==> src/rtl/q_sample_ctrl.sv <==
// Delayed sample-and-hold controller: a request picks a slow or fast wait class,
// waits out the count, then updates q. Optional q_par output under Q_SAMPLE_CTRL_PARITY_EN.
module q_sample_ctrl #(
  parameter int WIDTH     = 8,
  parameter int SLOW_WAIT = 3,
  parameter int FAST_WAIT = 1
) (
  input  logic             clk,
  input  logic             reset_n,
  input  logic             in_valid,
  input  logic [WIDTH-1:0] data,
  input  logic             reset_sel,
  input  logic             cntrl,
  output logic [WIDTH-1:0] q,
  output logic             q_valid,
  output logic             busy,
  output logic             err_nopath,
  output logic             err_overrun
`ifdef Q_SAMPLE_CTRL_PARITY_EN
  ,
  output logic             q_par
`endif
);

  typedef enum logic [1:0] {
    ST_IDLE    = 2'd0,
    ST_WAIT    = 2'd1,
    ST_CAPTURE = 2'd2
  } state_t;

  localparam logic [3:0] SLOW_CNT = 4'(SLOW_WAIT);
  localparam logic [3:0] FAST_CNT = 4'(FAST_WAIT);

  state_t           state_r, state_s;
  logic [3:0]       cnt_r, cnt_s;
  logic [WIDTH-1:0] data_lat_r, data_lat_s;
  logic [WIDTH-1:0] q_r, q_s;
  logic             q_valid_r, q_valid_s;
  logic             busy_r, busy_s;
  logic             err_nopath_r, err_nopath_s;
  logic             err_overrun_r, err_overrun_s;

  // Next-state, datapath and flag computation; all outputs are registered below.
  always_comb begin
    state_s       = state_r;
    cnt_s         = cnt_r;
    data_lat_s    = data_lat_r;
    q_s           = q_r;
    q_valid_s     = 1'b0;
    err_nopath_s  = err_nopath_r;
    err_overrun_s = err_overrun_r;
    case (state_r)
      ST_IDLE: begin
        if (in_valid) begin
          if (reset_sel) begin
            data_lat_s = data;
            cnt_s      = SLOW_CNT;
            state_s    = ST_WAIT;
          end else if (cntrl) begin
            data_lat_s = data;
            cnt_s      = FAST_CNT;
            state_s    = ST_WAIT;
          end else begin
            err_nopath_s = 1'b1;
          end
        end else begin
          state_s = ST_IDLE;
        end
      end
      ST_WAIT: begin
        if (in_valid) begin
          err_overrun_s = 1'b1;
        end else begin
          err_overrun_s = err_overrun_r;
        end
        // The count parks at 1 rather than wrapping; the last wait cycle hands off to CAPTURE.
        if (cnt_r <= 4'd1) begin
          state_s   = ST_CAPTURE;
          q_s       = data_lat_r;
          q_valid_s = 1'b1;
        end else begin
          cnt_s = cnt_r - 4'd1;
        end
      end
      ST_CAPTURE: begin
        if (in_valid) begin
          err_overrun_s = 1'b1;
        end else begin
          err_overrun_s = err_overrun_r;
        end
        state_s = ST_IDLE;
      end
      default: begin
        state_s = ST_IDLE;
      end
    endcase
    busy_s = (state_s != ST_IDLE);
  end

  // State and output registers.
  always_ff @(posedge clk or negedge reset_n) begin
    if (!reset_n) begin
      state_r       <= ST_IDLE;
      cnt_r         <= 4'd0;
      data_lat_r    <= '0;
      q_r           <= '0;
      q_valid_r     <= 1'b0;
      busy_r        <= 1'b0;
      err_nopath_r  <= 1'b0;
      err_overrun_r <= 1'b0;
    end else begin
      state_r       <= state_s;
      cnt_r         <= cnt_s;
      data_lat_r    <= data_lat_s;
      q_r           <= q_s;
      q_valid_r     <= q_valid_s;
      busy_r        <= busy_s;
      err_nopath_r  <= err_nopath_s;
      err_overrun_r <= err_overrun_s;
    end
  end

  assign q           = q_r;
  assign q_valid     = q_valid_r;
  assign busy        = busy_r;
  assign err_nopath  = err_nopath_r;
  assign err_overrun = err_overrun_r;

`ifdef Q_SAMPLE_CTRL_PARITY_EN
  function automatic logic even_par(input logic [WIDTH-1:0] v);
    return ^v;
  endfunction

  logic q_par_r;

  // Parity register tracks q so both update on the same edge.
  always_ff @(posedge clk or negedge reset_n) begin
    if (!reset_n) begin
      q_par_r <= 1'b0;
    end else begin
      q_par_r <= even_par(q_s);
    end
  end

  assign q_par = q_par_r;
`endif

endmodule
==> config.mk <==
export PLATFORM = sky130hd
export DESIGN_NAME = q_sample_ctrl
export DESIGN_NICKNAME = d
export VERILOG_FILES = /design/src/rtl/q_sample_ctrl.sv
export SDC_FILE = /design/constraint.sdc
export NUM_CORES = 1
export LEC_CHECK = 0
export ABC_AREA = 0
export BUFFER_PORTS_ARGS = -buffer_cell sky130_fd_sc_hd__buf_2
export CAP_MARGIN = 20
export CORE_MARGIN = 2
export CORE_UTILIZATION = 53
export DETAILED_ROUTE_END_ITERATION = 12
export GPL_TIMING_DRIVEN = 0
export PLACE_DENSITY_LB_ADDON = 0.15
export SETUP_SLACK_MARGIN = 0.4
export SLEW_MARGIN = 0
export SYNTH_ARGS = -nofsm -noshare
export SYNTH_HDL_FRONTEND = slang
export SYNTH_SLANG_ARGS = --single-unit
==> constraint.sdc <==
create_clock -name clk -period 1.9 [get_ports clk]
set_clock_uncertainty 0.05 [all_clocks]
set_input_delay 0.19 -clock clk [delete_from_list [all_inputs] [get_ports clk]]
set_output_delay 0.19 -clock clk [all_outputs]
set_load 0.01 [all_outputs]
==> results.md, run 1 <==
* Status: completed
* Synth unique cells at 27
* Final net count at 153
* Leak at ~0.80 nW
* Met3 Resource Use GR at 0.0343
* FF-to-FF End: q[3]
* Global-route wire length before repair at 3.58 mm
* Starting Density at 0.563
* Max Freq at around 620 MHz
* Drt pass-1 iters at 4
* Reg power frac at 0.349
* Adder-cell area share of the yosys netlist at 0.0402
* Top-count cell post-synth: dfrtp_1
* EDFF count, synth at 0
* Final instance area at around 1600 µm²
* Die width at ~52 µm
* Required @ worst endpoint at around 2.1 ns
* Vias in the first global route at 815
* ANT cells at 0
* Busiest grt layer: met2
* Compound-Gate Fraction of Synth Area at 0.112
* Worst slew pin tran at ~0.57 ns
* Largest fanout on the critical path at 4
* # rows at 17
* I/O pin cnt at 25
* Area contributors post-synth: dfrtp_1 52%, mux2_4 19%, ha_1 4.0%
* Final min period at roughly 1.6 ns
* CTS max path bufs at 2
* Synthesized area at about 1200 µm²
* Fillers at about 150
* Slew margin rel. at 0.623
* Detail Route Antenna Nets at 0
* Largest net degree at the start of global routing at 27
* Worst Hold Launch: data[0]
* Initial DRC count at 10
* Most used DFF post-synth: dfrtp_1
* DPL Wire Length at approximately 1.5 mm
* Vias/cell at approximately 5.3
* CTS Buf Count at 3
* FF/Latch Area at 651 µm²
* Hold Vio Cnt, Final at 0
* Clk_lat worst skew at about 0.31 ns
* Initial antenna violation count at 0
* Seq cells post-synth at 26
* Critical path type: flip-flop to flip-flop
* Via count at between 800 and 900
* FF-to-FF setup slack at between 0.2 and 0.3 ns
* Port bufs at 24
* CP endpoint kind: flip-flop
* Met1 usage at 0.243
* Worst Setup Slack, final at 0.300 ns
* RSZ-0062 raised after global routing: yes
* Core ar. at 2210 µm²
* Simple-gate share of the synthesized area at 0.0784
* Post-synthesis async set-or-reset flop share at 1.00
* Syn-to-layout area delta at 28.0%
* Reg clk slew, reported paths at 0.13 ns
* Clock root cell: clkbuf_4
* Synth top area share at 0.523
* Share of layout cells above drive strength 1 at 0.504
* Mux cell area share after synthesis at 0.193
* Dpl cell area at between 1000 and 1500 µm²
* Yosys top cell by area: dfrtp_1
* Setup TNS at 0 ns
* Min-Delay Path Class: primary input to flip-flop
* Seq/Total Area, Yosys at 0.523
* Final period util at 0.842
* Combinational power share at 0.548
* Max VDD drop at between 900 and 1000 µV
* Pre-CTS setup slack at about 0.28 ns
* Hold depth at 2
* Internal cell power at around 1.7 mW
* CTS tree: built
* Die Area at between 2000 and 3000 µm²
* Switching share of total power at 0.352
* Synth cell count leaders: 26 x dfrtp_1, 16 x mux2_4, 8 x inv_1, 7 x nand2_1
* Yosys warning count at 0
* FF-to-FF Start: cnt_r[0]
* R2R cell count at 5
* NetSw at between 0.9 and 1 mW
* Pins over their slew limit at 0
* H-tree depth at 1
* WL/cell at approximately 15 µm
* Power density cells at approximately 1700 nW/µm²
* Syn_nets at between 100 and 150
* Clock network power share at 0.103
* Met2 Usage GRT at 0.296
* Crit path arrival time at 1.76 ns
* Area of the multi-input gates at 589 µm²
* GPL Wtd Cong at 0.801
* Main combinational cell family by area after synthesis: multiplexers
* Drt total wl at ~2.4 mm
* # clock sinks at 26
* Synth Area per Inst at about 13 µm²
* CP Launch Type: flip-flop
* Total grt overflow at 0
* Post-Syn Instances at 98
* # setup viols final at 0
* Synth Area in XOR/XNOR at 0
* Global-route usage over all layers at 0.180
* Die Y at ~52 µm
* Max Cap Violations at 0
* WHS Endpoint: data_lat_r[0]
* DR DRC count at 0
-- area by class of cell --
cell class | instances | area share
Timing Repair Buffer | 33 | 0.133
Multi-Input combinational cell | 60 | 0.370
Sequential cell | 26 | 0.408
Clock buffer | 4 | 0.0228
Inverter | 9 | 0.0212
Buffer | 3 | 0.0235
Tap cell | 28 | 0.0220
-- worst max-delay path by stage --
| stage | end | slack [ns] | from |
|---|---|---|---|
| floorplan | q[0] | 0.40 | cnt_r[1] |
| global placement | q[5] | 0.28 | cnt_r[1] |
| detailed placement | q[6] | 0.28 | cnt_r[1] |
| CTS | q[3] | 0.29 | cnt_r[0] |
| global route | q[2] | 0.19 | cnt_r[0] |
| finish | q[3] | 0.30 | cnt_r[0] |
-- power groups by stage --
| stage | Clock, mW | Combinational, mW | Sequential (mW) |
|---|---|---|---|
| final | 0.272 | 1.45 | 0.924 |
| after global routing | 0.301 | 1.57 | 0.954 |
| after CTS | 0.276 | 1.31 | 0.925 |
| after detailed placement | 0 | 1.16 | 0.942 |
| after global placement | 0 | 1.15 | 0.921 |
| after floorplan | 0 | 0.841 | 0.968 |
-- critical path: stages, from the launching register on --
cell and delay, ns:
dfrtp_1 0.43, inv_2 0.07, ha_4 0.16, o211ai_1 0.28, buf_4 0.21, mux2_4 0.30
-- metal layers --
metal / vias to the layer above / wire length, µm
met5: - / 0
li1: 422 / -
met3: 2 / 90
met4: 0 / 13
met2: 23 / 1120
met1: 420 / 1160
-- what timing repair did --
item / CTS / global route
setup buffers: 4 / 2
hold buffers: 1 / 0
pin swaps: 2 / 2
gates resized for setup: 9 / 7
endpoints found under the setup margin: 21 / 23
endpoints found under the hold margin: 26 / 0
gates cloned: 1 / 1
-- flip-flops by register name (all words and copies together), names as in the netlist --
register,cells
data_lat_r,8
q,8
cnt_r,4
state_r,2
busy,1
err_nopath,1
err_overrun,1
q_valid,1
-- logic make-up after synthesis --
| kind of cell | after synthesis |
|---|---|
| AOI/OAI and AO/OA | 19 |
| adders and majority gates | 4 |
| buffers and inverters | 12 |
| DFF | 26 |
| muxes | 16 |
| and+or+nand+nor | 21 |
-- per-stage QoR --
stage	utilization	std cells	hold WS [ns]	power (mW)
after floorplan	-	98	-0.156	1.81
after global placement	0.634	150	0.167	2.07
after detailed placement	0.634	150	0.166	2.10
after CTS	0.689	160	0.0407	2.51
after global routing	0.721	163	0.0309	2.82
final	0.721	163	0.0459	2.65
-- cell usage in the layout (no fill, tap or decap), drive strengths merged, types with 4 or more instances in the layout --
| cell type | Yosys | final |
|---|---|---|
| buf | 3 | 34 |
| dfrtp | 26 | 26 |
| mux2 | 16 | 16 |
| inv | 9 | 9 |
| nand2 | 7 | 7 |
| clkbuf | 0 | 5 |
| nor2 | 4 | 4 |
| nor3 | 4 | 4 |
| a21oi | 4 | 4 |
| ha | 4 | 4 |
No activity file was read; power rests on OpenSTA's default activity.
==> run 2, diff against run 1 <==
--- a/config.mk
+++ b/config.mk
@@ -9,7 +9,7 @@
 export BUFFER_PORTS_ARGS = -buffer_cell sky130_fd_sc_hd__buf_2
 export CAP_MARGIN = 20
 export CORE_MARGIN = 2
-export CORE_UTILIZATION = 53
+export CORE_UTILIZATION = 48
 export DETAILED_ROUTE_END_ITERATION = 12
 export GPL_TIMING_DRIVEN = 0
 export PLACE_DENSITY_LB_ADDON = 0.15
==> constraint.sdc (replaced) <==
create_clock -name clk -period 1.4 [get_ports clk]
set_clock_uncertainty 0.05 [all_clocks]
set_input_delay 0.14 -clock clk [delete_from_list [all_inputs] [get_ports clk]]
set_output_delay 0.14 -clock clk [all_outputs]
set_load 0.01 [all_outputs]
==> results.md, run 2 (synthesized netlist as in run 1, its figures left out) <==
* Worst slew pin tran at ~0.57 ns
* Die width at 54.9 µm
* Initial antenna violation count at 0
* Worst Hold Launch: data[2]
* Pre-CTS setup slack at -0.218 ns
* Reg clk slew, reported paths at roughly 0.14 ns
* GPL Wtd Cong at 0.775
* Die Y at 54.9 µm
* CTS max path bufs at 2
* Max Cap Violations at 0
* Failing checks: negative setup slack
* Largest fanout on the critical path at 5
* Port bufs at 24
* Share of layout cells above drive strength 1 at 0.563
* NetSw at around 1.4 mW
* CTS tree: built
* DPL Wire Length at between 1 and 1.5 mm
* Hold Vio Cnt, Final at 0
* Final net count at between 150 and 200
* H-tree depth at 1
* Reg power frac at 0.301
* Drt pass-1 iters at 4
* CTS Buf Count at 3
* Syn-to-layout area delta at 48.1%
* # clock sinks at 26
* Die Area at 3020 µm²
* Final period util at 1.19
* Max Freq at approximately 600 MHz
* Combinational power share at 0.577
* Leading cell type in the layout, fill and taps excluded: dfrtp_1
* Fillers at about 160
* Worst Setup Slack, final at -0.263 ns
* Crit path launch: cnt_r[0]
* Drt total wl at between 2 and 3 mm
* Internal cell power at 2.77 mW
* Via count at 985
* Leak at 0.916 nW
* Vias in the first global route at a little over 900
* Global-route usage over all layers at 0.201
* RSZ-0062 raised after global routing: yes
* Core ar. at between 2000 and 2500 µm²
* Clk_lat worst skew at 0.33 ns
* Max VDD drop at ~1400 µV
* CP endpoint kind: flip-flop
* Required @ worst endpoint at 1.58 ns
* Final min period at 1.66 ns
* Status: finished with violations
* Power density cells at around 2300 nW/µm²
* Clock root cell: clkbuf_4
* Switching share of total power at 0.339
* Overall Power at 4.19 mW
* Detail Route Antenna Nets at 0
* WL/cell at around 15 µm
* # rows at 18
* Total grt overflow at 0
* Clock network power share at 0.122
* I/O pin cnt at 25
* Commonest non-fill, non-tap cells in the layout: 26 x dfrtp_1, 23 x buf_2, 21 x buf_4
* ANT cells at 0
* Largest net degree at the start of global routing at 27
* Critical path type: flip-flop to flip-flop
* Pins over their slew limit at 0
* FF-to-FF Start: cnt_r[0]
* Starting Density at 0.503
* Global-route wire length before repair at 4.21 mm
* Slew margin rel. at 0.618
* Crit path arrival time at between 1.5 and 2 ns
* Vias/cell at between 5 and 6
* # setup viols final at 24
* CP Launch Type: flip-flop
* DR DRC count at 0
* Min-Delay Path Class: primary input to flip-flop
* Initial DRC count at 36
run 2: changes by cell type in the layout (fill, tap and decap cells not counted), moves of 2 or more:
cell / change
buf_6: +2
dlygate4sd3_1: +7
inv_1: -2
nand2_4: +2
inv_2: +2
buf_4: +15
run 2: final timing paths:
kind,to,slack [ns],depth (start not counted)
hold / removal,data_lat_r[2],0.008,2
hold reg to reg,err_overrun,0.42,1
max in group asynchronous,cnt_r[2],0.64,2
setup reg to reg,q[6],-0.26,5
min in group asynchronous,data_lat_r[6],0.28,2
setup / recovery,q[6],-0.26,5
run 2: layout make-up:
class                           instances  area [µm²]  area share
Inverter                                9        33.8      0.0183
Clock inverter                          1        30.0      0.0163
Timing Repair Buffer                   56         412       0.223
Clock buffer                            3        22.5      0.0122
Sequential cell                        26         651       0.353
Tap cell                               30        37.5      0.0204
Buffer                                  3        37.5      0.0204
Multi-Input combinational cell         60         621       0.336
run 2: critical path: stages, from the launching register on:
cell and delay, ns:
dfrtp_1 0.43, inv_2 0.07, ha_4 0.17, o211ai_1 0.33, buf_4 0.23, mux2_4 0.30
run 2: power by group through the flow:
stage | logic (mW) | clock network, mW | registers (mW)
after floorplan | 1.22 | 0 | 1.32
after global placement | 1.64 | 0 | 1.26
after detailed placement | 1.65 | 0 | 1.29
after CTS | 2.05 | 0.525 | 1.25
after global routing | 2.63 | 0.552 | 1.30
final | 2.42 | 0.512 | 1.26
run 2: metal layers:
metal / global-route usage / vias up / routed length (µm) / share of wire
li1: - / 472 / - / -
met1: 0.264 / 468 / 1250 / 0.46
met2: 0.329 / 39 / 1270 / 0.46
met3: 0.0349 / 6 / 130 / 0.048
met4: 0.0813 / 0 / 76 / 0.028
met5: 0 / - / 0 / 0
run 2: what timing repair did:
action,4_1_cts,5_1_grt
cloned,1,1
endpoints found under the hold margin,33,0
buffers inserted,12,10
pin swaps,3,7
hold buffers,8,0
endpoints found under the setup margin,38,38
gates resized for setup,9,10
run 2: through the flow:
step                std cells  utilization  area, µm²  TNS [ns]  hold WS (ns)
CTS                       177        0.701       1740     -1.64       0.00618
floorplan                  98            -       1290    -0.719        -0.206
global placement          152        0.586       1450     -2.13         0.112
global route              188        0.744       1840     -4.87        0.0175
finish                    188        0.744       1840     -3.09       0.00770
detailed placement        152        0.586       1450     -2.32         0.116
==> run 3, diff against run 2 <==
--- a/config.mk
+++ b/config.mk
@@ -9,7 +9,7 @@
 export BUFFER_PORTS_ARGS = -buffer_cell sky130_fd_sc_hd__buf_2
 export CAP_MARGIN = 20
 export CORE_MARGIN = 2
-export CORE_UTILIZATION = 48
+export CORE_UTILIZATION = 53
 export DETAILED_ROUTE_END_ITERATION = 12
 export GPL_TIMING_DRIVEN = 0
 export PLACE_DENSITY_LB_ADDON = 0.15
==> constraint.sdc (replaced) <==
create_clock -name clk -period 1.8 [get_ports clk]
set_clock_uncertainty 0.05 [all_clocks]
set_input_delay 0.18 -clock clk [delete_from_list [all_inputs] [get_ports clk]]
set_output_delay 0.18 -clock clk [all_outputs]
set_load 0.01 [all_outputs]
==> results.md, run 3 (synthesized netlist as in run 1, its figures left out) <==
* Drt pass-1 iters at 4
* Worst Setup Slack, final at around 0.15 ns
* # setup viols final at 0
* Fillers at between 100 and 150
* Die width at about 52 µm
* Port bufs at 24
* Clk_lat worst skew at roughly 0.31 ns
* Share of layout cells above drive strength 1 at 0.611
* Hold slack final at between 0.04 and 0.05 ns
* Starting Density at 0.563
* Status: completed
* Max Cap Violations at 0
* Max VDD drop at 1070 µV
* Final min period at ~1.6 ns
* Hold Vio Cnt, Final at 0
* Syn-to-layout area delta at 37.2%
* Initial DRC count at 24
* Detail Route Antenna Nets at 0
* Crit path max-delay cell type: dfrtp_1
* Initial antenna violation count at 0
* CTS max path bufs at 2
* FF-to-FF setup slack at around 0.15 ns
* Drt total wl at about 2.8 mm
* Commonest non-fill, non-tap cells in the layout: 25 x dfrtp_1, 24 x buf_2, 16 x mux2_4
* FF-to-FF Start: cnt_r[1]
* Final period util at 0.914
* DR DRC count at 0
* Largest fanout on the critical path at 5
* ANT cells at 0
* Worst path bufs/invs at 2
* Area of the multi-input gates at ~640 µm²
* Vias in the first global route at approximately 840
* FF/Latch Area at around 650 µm²
* Crit path launch: cnt_r[1]
* RSZ-0062 raised after global routing: yes
* DPL Wire Length at 1.60 mm
* Largest net degree at the start of global routing at 27
* CP Cell Sequence: inv_2 -> ha_4 -> o211ai_1 -> buf_4 -> mux2_4
* CP endpoint kind: flip-flop
* Die Y at 52.5 µm
* FF-to-FF End: q[5]
* CTS Buf Count at 3
* I/O pin cnt at 25
* # clock sinks at 26
* WHS Endpoint: data_lat_r[1]
* Critical path's largest stage delay at 0.40 ns
* WL/cell at between 15 and 20 µm
* Hold depth at 2
* Power density cells at 1780 nW/µm²
* H-tree depth at 1
* Setup TNS at 0 ns
* Global-route wire length before repair at between 4 and 5 mm
* Max Freq at around 610 MHz
* Worst Hold Launch: data[1]
* Die Area at 2750 µm²
* Pre-CTS setup slack at ~0.17 ns
* # rows at 17
* Worst slew pin tran at ~0.57 ns
* R2R cell count at 5
* Leading cell type in the layout, fill and taps excluded: dfrtp_1
* Crit path max-delay family: flip-flops
* Clock root cell: clkbuf_4
* CP Launch Type: flip-flop
* Required @ worst endpoint at between 1.5 and 2 ns
* Pins over their slew limit at 0
* Final net count at around 160
* Crit path arrival time at ~1.8 ns
* Reg clk slew, reported paths at 0.13 ns
* Global-route usage over all layers at 0.208
* Min-Delay Path Class: primary input to flip-flop
* Slew margin rel. at 0.623
* GPL Wtd Cong at just over 0.8
* Via count at approximately 940
* Critical path type: flip-flop to flip-flop
* Leak at 0.840 nW
* Core ar. at approximately 2200 µm²
* Vias/cell at 5.47
* CTS tree: built
* Total grt overflow at 0
run 3: power breakdown:
| group | internal (mW) | leakage, nW | switching, mW | total (mW) |
|---|---|---|---|---|
| registers | 0.835 | 0.308 | 0.158 | 0.993 |
| clock network | 0.0781 | 0.0138 | 0.154 | 0.232 |
| logic | 1.02 | 0.518 | 0.796 | 1.81 |
| total | 1.93 | 0.840 | 1.11 | 3.04 |
run 3: per-layer routing:
metal | part of all wire | GRT usage | wire [µm]
met2 | 0.50 | 0.348 | 1370
met4 | 0.0036 | 0.0769 | 10
met3 | 0.051 | 0.0343 | 140
met1 | 0.45 | 0.271 | 1230
met5 | 0 | 0 | 0
run 3: worst max-delay path by stage:
stage | endpoint | slack [ns] | depth (start not counted)
floorplan | q[0] | 0.31 | 5
CTS | q[2] | 0.17 | 5
detailed placement | q[1] | 0.17 | 5
global placement | q[3] | 0.19 | 5
finish | q[5] | 0.15 | 5
global route | q[7] | 0.10 | 5
run 3: area by class of cell:
type,count,area share
buffer,3,0.0220
inverter,9,0.0212
sequential,26,0.382
tap,28,0.0205
timing repair buffer,43,0.164
clock buffer,3,0.0132
multi-input combinational,60,0.377
run 3: through the flow:
| stage | utilization | cell area [µm²] | total power [mW] | cells |
|---|---|---|---|---|
| 6_report | 0.772 | 1710 | 3.04 | 172 |
| 5_1_grt | 0.772 | 1710 | 3.24 | 172 |
| 4_1_cts | 0.705 | 1560 | 2.73 | 162 |
| 3_5_place_dp | 0.641 | 1420 | 2.26 | 150 |
| 3_3_place_gp | 0.641 | 1420 | 2.21 | 150 |
| 2_1_floorplan | - | 1260 | 1.94 | 98 |
run 3: repair_timing:
| item | 4_1_cts | 5_1_grt |
|---|---|---|
| hold buffers | 1 | 0 |
| resized for setup | 14 | 18 |
| endpoints found under the setup margin | 23 | 25 |
| setup buffers | 6 | 10 |
| pin swaps | 4 | 7 |
| gates cloned | 2 | 0 |
| endpoints found under the hold margin | 26 | 0 |
